$ cat src/rtl/mfp_input_conditioner_pkg.sv
// Shared types and sizing helpers for the input conditioner.
// Counters are sized by cnt_width so a modulus of 1 still gets a legal 1-bit register.
package mfp_input_conditioner_pkg;

  typedef enum logic [1:0] {
    ST_IDLE   = 2'd0,
    ST_HOLD   = 2'd1,
    ST_REPEAT = 2'd2
  } rep_state_e;

  function automatic int cnt_width(input int n);
    return (n < 2) ? 1 : $clog2(n);
  endfunction

endpackage

$ cat src/rtl/mfp_input_conditioner_channel.sv
// One conditioned input: synchroniser, polarity fix, debounce, edge pulses,
// auto-repeat FSM and a write-1-to-clear sticky event flag.
//
// state     | meaning
// ----------+--------------------------------------------------------------
// ST_IDLE   | no repeat armed; waits for a press with repeat enabled
// ST_HOLD   | key held, counting ticks up to the first repeat
// ST_REPEAT | first repeat issued, pulsing every REPEAT_PERIOD ticks
module mfp_input_conditioner_channel
  import mfp_input_conditioner_pkg::*;
#(
  parameter int SYNC_STAGES   = 2,
  parameter int DEBOUNCE_CYC  = 65536,
  parameter bit INVERT        = 1'b0,
  parameter int REPEAT_DELAY  = 25,
  parameter int REPEAT_PERIOD = 5
) (
  input  logic i_hclk,
  input  logic i_hresetn,
  input  logic i_raw,
  input  logic i_repeat_en,
  input  logic i_event_clear,
  input  logic i_tick,
  output logic o_level,
  output logic o_press,
  output logic o_release,
  output logic o_repeat_pulse,
  output logic o_event_sticky
);

  localparam int DW   = cnt_width(DEBOUNCE_CYC);
  localparam int RMAX = (REPEAT_DELAY > REPEAT_PERIOD) ? REPEAT_DELAY : REPEAT_PERIOD;
  localparam int RW   = cnt_width(RMAX);
  localparam logic [DW-1:0] DB_LAST = DW'(DEBOUNCE_CYC - 1);
  localparam logic [RW-1:0] RD_LAST = RW'(REPEAT_DELAY - 1);
  localparam logic [RW-1:0] RP_LAST = RW'(REPEAT_PERIOD - 1);

  logic [SYNC_STAGES-1:0] r_sync;
  logic [DW-1:0]          r_db_cnt;
  logic                   r_level;
  logic                   r_press;
  logic                   r_release;
  logic                   r_repeat;
  logic                   r_sticky;
  rep_state_e             r_state;
  logic [RW-1:0]          r_rcnt;

  logic w_s;
  logic w_change;
  logic w_rise;
  logic w_fall;

  assign w_s      = r_sync[SYNC_STAGES-1] ^ INVERT;
  assign w_change = (w_s != r_level) && (r_db_cnt == DB_LAST);
  assign w_rise   = w_change && w_s;
  assign w_fall   = w_change && !w_s;

  // Sync flops reset to the inactive pin level so leaving reset is never seen as a press.
  always_ff @(posedge i_hclk) begin
    if (!i_hresetn) begin
      r_sync    <= {SYNC_STAGES{INVERT}};
      r_db_cnt  <= '0;
      r_level   <= 1'b0;
      r_press   <= 1'b0;
      r_release <= 1'b0;
      r_sticky  <= 1'b0;
    end else begin
      r_sync    <= {r_sync[SYNC_STAGES-2:0], i_raw};
      r_press   <= w_rise;
      r_release <= w_fall;
      if (w_s == r_level) begin
        r_db_cnt <= '0;
      end else if (w_change) begin
        r_level  <= w_s;
        r_db_cnt <= '0;
      end else begin
        r_db_cnt <= r_db_cnt + 1'b1;
      end
      r_sticky <= (r_sticky & ~i_event_clear) | r_press | r_repeat;
    end
  end

  // Release or disable wins over a coincident tick, so no pulse on the exit cycle.
  always_ff @(posedge i_hclk) begin
    if (!i_hresetn) begin
      r_state  <= ST_IDLE;
      r_rcnt   <= '0;
      r_repeat <= 1'b0;
    end else begin
      r_repeat <= 1'b0;
      case (r_state)
        ST_IDLE: begin
          if (w_rise && i_repeat_en) begin
            r_state <= ST_HOLD;
            r_rcnt  <= '0;
          end
        end
        ST_HOLD: begin
          if (w_fall || !i_repeat_en) begin
            r_state <= ST_IDLE;
          end else if (i_tick) begin
            if (r_rcnt == RD_LAST) begin
              r_repeat <= 1'b1;
              r_state  <= ST_REPEAT;
              r_rcnt   <= '0;
            end else begin
              r_rcnt <= r_rcnt + 1'b1;
            end
          end
        end
        ST_REPEAT: begin
          if (w_fall || !i_repeat_en) begin
            r_state <= ST_IDLE;
          end else if (i_tick) begin
            if (r_rcnt == RP_LAST) begin
              r_repeat <= 1'b1;
              r_rcnt   <= '0;
            end else begin
              r_rcnt <= r_rcnt + 1'b1;
            end
          end
        end
        default: r_state <= ST_IDLE;
      endcase
    end
  end

  assign o_level        = r_level;
  assign o_press        = r_press;
  assign o_release      = r_release;
  assign o_repeat_pulse = r_repeat;
  assign o_event_sticky = r_sticky;

endmodule

$ cat src/rtl/mfp_input_conditioner.sv
// Multi-channel switch/button conditioner between board pins and the system GPIO.
// Owns the shared repeat tick and the OR of all sticky event flags.
module mfp_input_conditioner
  import mfp_input_conditioner_pkg::*;
#(
  parameter int               WIDTH         = 8,
  parameter int               SYNC_STAGES   = 2,
  parameter int               DEBOUNCE_CYC  = 65536,
  parameter logic [WIDTH-1:0] INVERT_MASK   = '0,
  parameter int               TICK_DIV      = 50000,
  parameter int               REPEAT_DELAY  = 25,
  parameter int               REPEAT_PERIOD = 5
) (
  input  logic             i_hclk,
  input  logic             i_hresetn,
  input  logic [WIDTH-1:0] i_in_raw,
  input  logic [WIDTH-1:0] i_repeat_en,
  input  logic [WIDTH-1:0] i_event_clear,
  output logic [WIDTH-1:0] o_level,
  output logic [WIDTH-1:0] o_press,
  output logic [WIDTH-1:0] o_release,
  output logic [WIDTH-1:0] o_repeat_pulse,
  output logic [WIDTH-1:0] o_event_sticky,
  output logic             o_any_event
);

  localparam int TW = cnt_width(TICK_DIV);
  localparam logic [TW-1:0] TICK_LAST = TW'(TICK_DIV - 1);

  logic [TW-1:0] r_tick_cnt;
  logic          r_any_event;
  logic          w_tick;

  assign w_tick = (r_tick_cnt == TICK_LAST);

  always_ff @(posedge i_hclk) begin
    if (!i_hresetn) begin
      r_tick_cnt  <= '0;
      r_any_event <= 1'b0;
    end else begin
      r_tick_cnt  <= w_tick ? '0 : r_tick_cnt + 1'b1;
      r_any_event <= |o_event_sticky;
    end
  end

  genvar g;
  for (g = 0; g < WIDTH; g++) begin : g_ch
    mfp_input_conditioner_channel #(
      .SYNC_STAGES  (SYNC_STAGES),
      .DEBOUNCE_CYC (DEBOUNCE_CYC),
      .INVERT       (INVERT_MASK[g]),
      .REPEAT_DELAY (REPEAT_DELAY),
      .REPEAT_PERIOD(REPEAT_PERIOD)
    ) u_ch (
      .i_hclk        (i_hclk),
      .i_hresetn     (i_hresetn),
      .i_raw         (i_in_raw[g]),
      .i_repeat_en   (i_repeat_en[g]),
      .i_event_clear (i_event_clear[g]),
      .i_tick        (w_tick),
      .o_level       (o_level[g]),
      .o_press       (o_press[g]),
      .o_release     (o_release[g]),
      .o_repeat_pulse(o_repeat_pulse[g]),
      .o_event_sticky(o_event_sticky[g])
    );
  end

  assign o_any_event = r_any_event;

endmodule

$ cat config.mk
export PLATFORM = sky130hd
export DESIGN_NAME = mfp_input_conditioner
export DESIGN_NICKNAME = d
export VERILOG_FILES = /design/src/rtl/mfp_input_conditioner_pkg.sv /design/src/rtl/mfp_input_conditioner_channel.sv /design/src/rtl/mfp_input_conditioner.sv
export SDC_FILE = /design/constraint.sdc
export NUM_CORES = 1
export LEC_CHECK = 0
export ABC_CLOCK_PERIOD_IN_PS = 4790
export BUFFER_PORTS_ARGS = -buffer_cell sky130_fd_sc_hd__buf_2
export CORE_MARGIN = 5
export CORE_UTILIZATION = 65
export DETAILED_ROUTE_END_ITERATION = 8
export PLACE_DENSITY = 0.87
export SYNTH_ARGS = -nofsm -noshare
export SYNTH_HDL_FRONTEND = slang
export SYNTH_HIERARCHICAL = 1
export SYNTH_SLANG_ARGS = --single-unit
$ cat constraint.sdc
create_clock -name i_hclk -period 4.79 [get_ports i_hclk]
set_input_delay 0.2395 -clock i_hclk [delete_from_list [all_inputs] [get_ports i_hclk]]
set_output_delay 0.2395 -clock i_hclk [all_outputs]
set_load 0.05 [all_outputs]
==> impl_metrics.toml <==
[clocking]
cts-root-buf = "clkbuf_16"
hold_buffers = 15
htreeDepth = 1
cts_sinks = 257
postCtsSetupBuffers = 0
cts_tree = "yes"
clockBufferDepth = 3
numCtsBuffers = 28
cts_resized = 0
clk_pin_slew_ps = 60
clk_latency_ps = 530

[route]
wl_per_cell_um = 14.4
antenna_left = 0
drc = 0
vias = 10600
drtPass1Iterations = 5
vias_per_cell = 5.82
routed_wirelength_um = 26300
drt_iter0_markers = 716

[setup_path]
rrSetupSlack_ps = 1640
crit_fanout = 28
cp-end-kind = "flip-flop"
required_ps = 5180
cpMaxStageDelayCell = "inv_1"
path_cells = "ha_1 > nand3_2 > nand4b_1 > inv_1 > nand2_1 > a21oi_1 > o21ai_0 > o311ai_0 > o31ai_1"
slowest_delay_ps = 760
crit_arrival_ps = 3540
critPathLaunchType = "flip-flop"
critPathKind = "reg2reg"

[logic_synthesis]
syn_avg_cell_area_um2 = 8.82
yosys_warnings = 6
syn_area_um2 = 12800
synth_edf_count = 0
synth_top_area_share_pct = 40.2
synth_top_area_cell = "dfxtp_1"
synth_ff_type = "dfxtp_1"
syn-num-nets = 1527
async_reset_ff_share_pct = 0
synthCells = 1452
synth.area.top_cells = "dfxtp_1 (40%), nor2_1 (6.4%), xor2_1 (5.0%)"
ys_types = 77
ys_ff_latch = 257
yosysSeqAreaShare_pct = 40.2

[placement]
io_buffer_count = 66
placedCellCount = 1762
dp.final_hpwl_um = 17600
place.gp.congestion = 0.853
placed_cell_area_um2 = 13300

[timing]
finalSetupViolCount = 0
worstMarginPinSlew_ps = 1270
rsz0062_at_grt = "false"
period_needed_ps = 3150
slew_viol_final = 0
clock_skew_ps = 12.6
finalHoldViolCount = 0
holdWs_ps = 30.3
min_period_over_period_pct = 65.8
setup_tns_ps = 0
max_freq_ghz = 0.317
max_slew_margin_pct = 15.1

[floorplanning]
core-area_um2 = 19500
initial_core_util_pct = 65.8
ios = 67
dieWidth_um = 150
dieArea_um2 = 22600
rows = 51
die_h_um = 150

[hold_path]
worstHoldPathType = "in2reg"

[layout]
final_cell_mix = "dfxtp_1 (257), nor2_1 (218), nand2_1 (94), inv_1 (89), xor2_1 (73)"
fillers = 1395
post-route-util_pct = 74.0
final_area_um2 = 14400
area_growth_pct = 12.4
antenna_cells = 0
drive_above_1_share_pct = 11.3
nets = 1617
fin_cells = 1828
layout_commonest_cell = "dfxtp_1"

[outcome]
status = "completed"

[grt]
grt.total_usage_pct = 23.1
antenna_found_initial = 0
grt_overflow = 0
grt_first_pass_wirelength_um = 45400
grt_pass1_vias = 10300
grt_max_degree = 42

[power_and_ir_drop]
p_leak_uw = 0.00543
powerDensity_nw_per_um2 = 303
peakVddDrop_v = 0.000363

[run]
cap_violations = 0
==> where the power goes <==
group          switching (uW)  total [uW]  internal [uW]
Combinational            50.8        81.3           30.5
Sequential               8.10        2160           2150
Clock                     837        2130           1290
Total                     895        4370           3470
==> synth_stat cells (13+ instances only) <==
cell      number
o211a_1       16
nor3_1        24
o21ai_0       25
and4_1        14
nor2_1       218
o22ai_1       23
inv_1         89
or2_2         13
nand2_1       94
and3_1        44
ha_1          49
xor2_1        73
nand3b_1      22
o211ai_1      16
and2_1        20
dfxtp_1      257
xnor2_1       56
a21oi_1       31
nor4_1        21
nand3_1       72
nand4_1       40
o21a_1        15
==> final cells by class <==
| cell class | instances | area (um^2) | share of cell area [%] |
|---|---|---|---|
| Multi-Input combinational cell | 1083 | 7160 | 49.7 |
| Sequential cell | 257 | 5140 | 35.7 |
| Clock buffer | 41 | 821 | 5.70 |
| Timing Repair Buffer | 83 | 498 | 3.46 |
| Inverter | 89 | 334 | 2.32 |
| Tap cell | 265 | 332 | 2.30 |
| Clock inverter | 10 | 106 | 0.739 |
==> cells by family (layout without fill, tap and decap cells) <==
| family | after synthesis | in the layout | synth area share, % |
|---|---|---|---|
| xor gates and xnor gates | 129 | 129 | 8.82 |
| DFF | 257 | 257 | 40.2 |
| AOI/OAI and AO/OA | 224 | 224 | 13.1 |
| and+or+nand+nor | 681 | 681 | 29.2 |
| buffers and inverters | 112 | 223 | 3.93 |
| adders and majority gates | 49 | 49 | 4.79 |
==> sequential cells by signal (all words and copies together) (netlist names) <==
register and count:
g_ch.u_ch/o_event_sticky 8, g_ch.u_ch/o_level 8, g_ch.u_ch/o_press 8, g_ch.u_ch/o_release 8, g_ch.u_ch/o_repeat_pulse 8, g_ch.u_ch/r_db_cnt 128, g_ch.u_ch/r_rcnt 40, g_ch.u_ch/r_state 16
g_ch.u_ch/r_sync 16, o_any_event 1, r_tick_cnt 16
==> per-layer routing <==
layer | up-vias | track usage (%) | share of wire (%)
li1 | 5353 | - | -
met1 | 5012 | 29.0 | 44
met2 | 216 | 41.5 | 50
met3 | 59 | 3.01 | 3.8
met4 | 0 | 6.91 | 2.5
met5 | - | 0 | 0
==> metrics by stage <==
stage	total power, uW	setup slack, ps
floorplan	2250	2400
global placement	2270	1900
detailed placement	2270	1670
CTS	4400	1650
global route	4520	1380
finish	4370	1640
==> final timing paths <==
| path | from | end | cells after the start |
|---|---|---|---|
| hold / removal | i_repeat_en[2] | g_ch[2].u_ch/o_repeat_pulse | 3 |
| setup reg to reg | r_tick_cnt[0] | g_ch[7].u_ch/r_rcnt[4] | 9 |
| setup / recovery | r_tick_cnt[0] | g_ch[7].u_ch/r_rcnt[4] | 9 |
| hold reg to reg | g_ch[6].u_ch/r_sync[0] | g_ch[6].u_ch/r_sync[1] | 1 |
==> worst max-delay path, delay by kind of cell, from the launching register on <==
| kind | cells | cell delay [ps] |
|---|---|---|
| flip-flops | 1 | 380 |
| AO/OA/AOI/OAI | 4 | 980 |
| AND/OR/NAND/NOR | 3 | 660 |
| adder cells (fa/ha/maj) | 1 | 210 |
| buffers and inverters | 1 | 760 |
No activity file was read; power rests on OpenSTA's default activity.
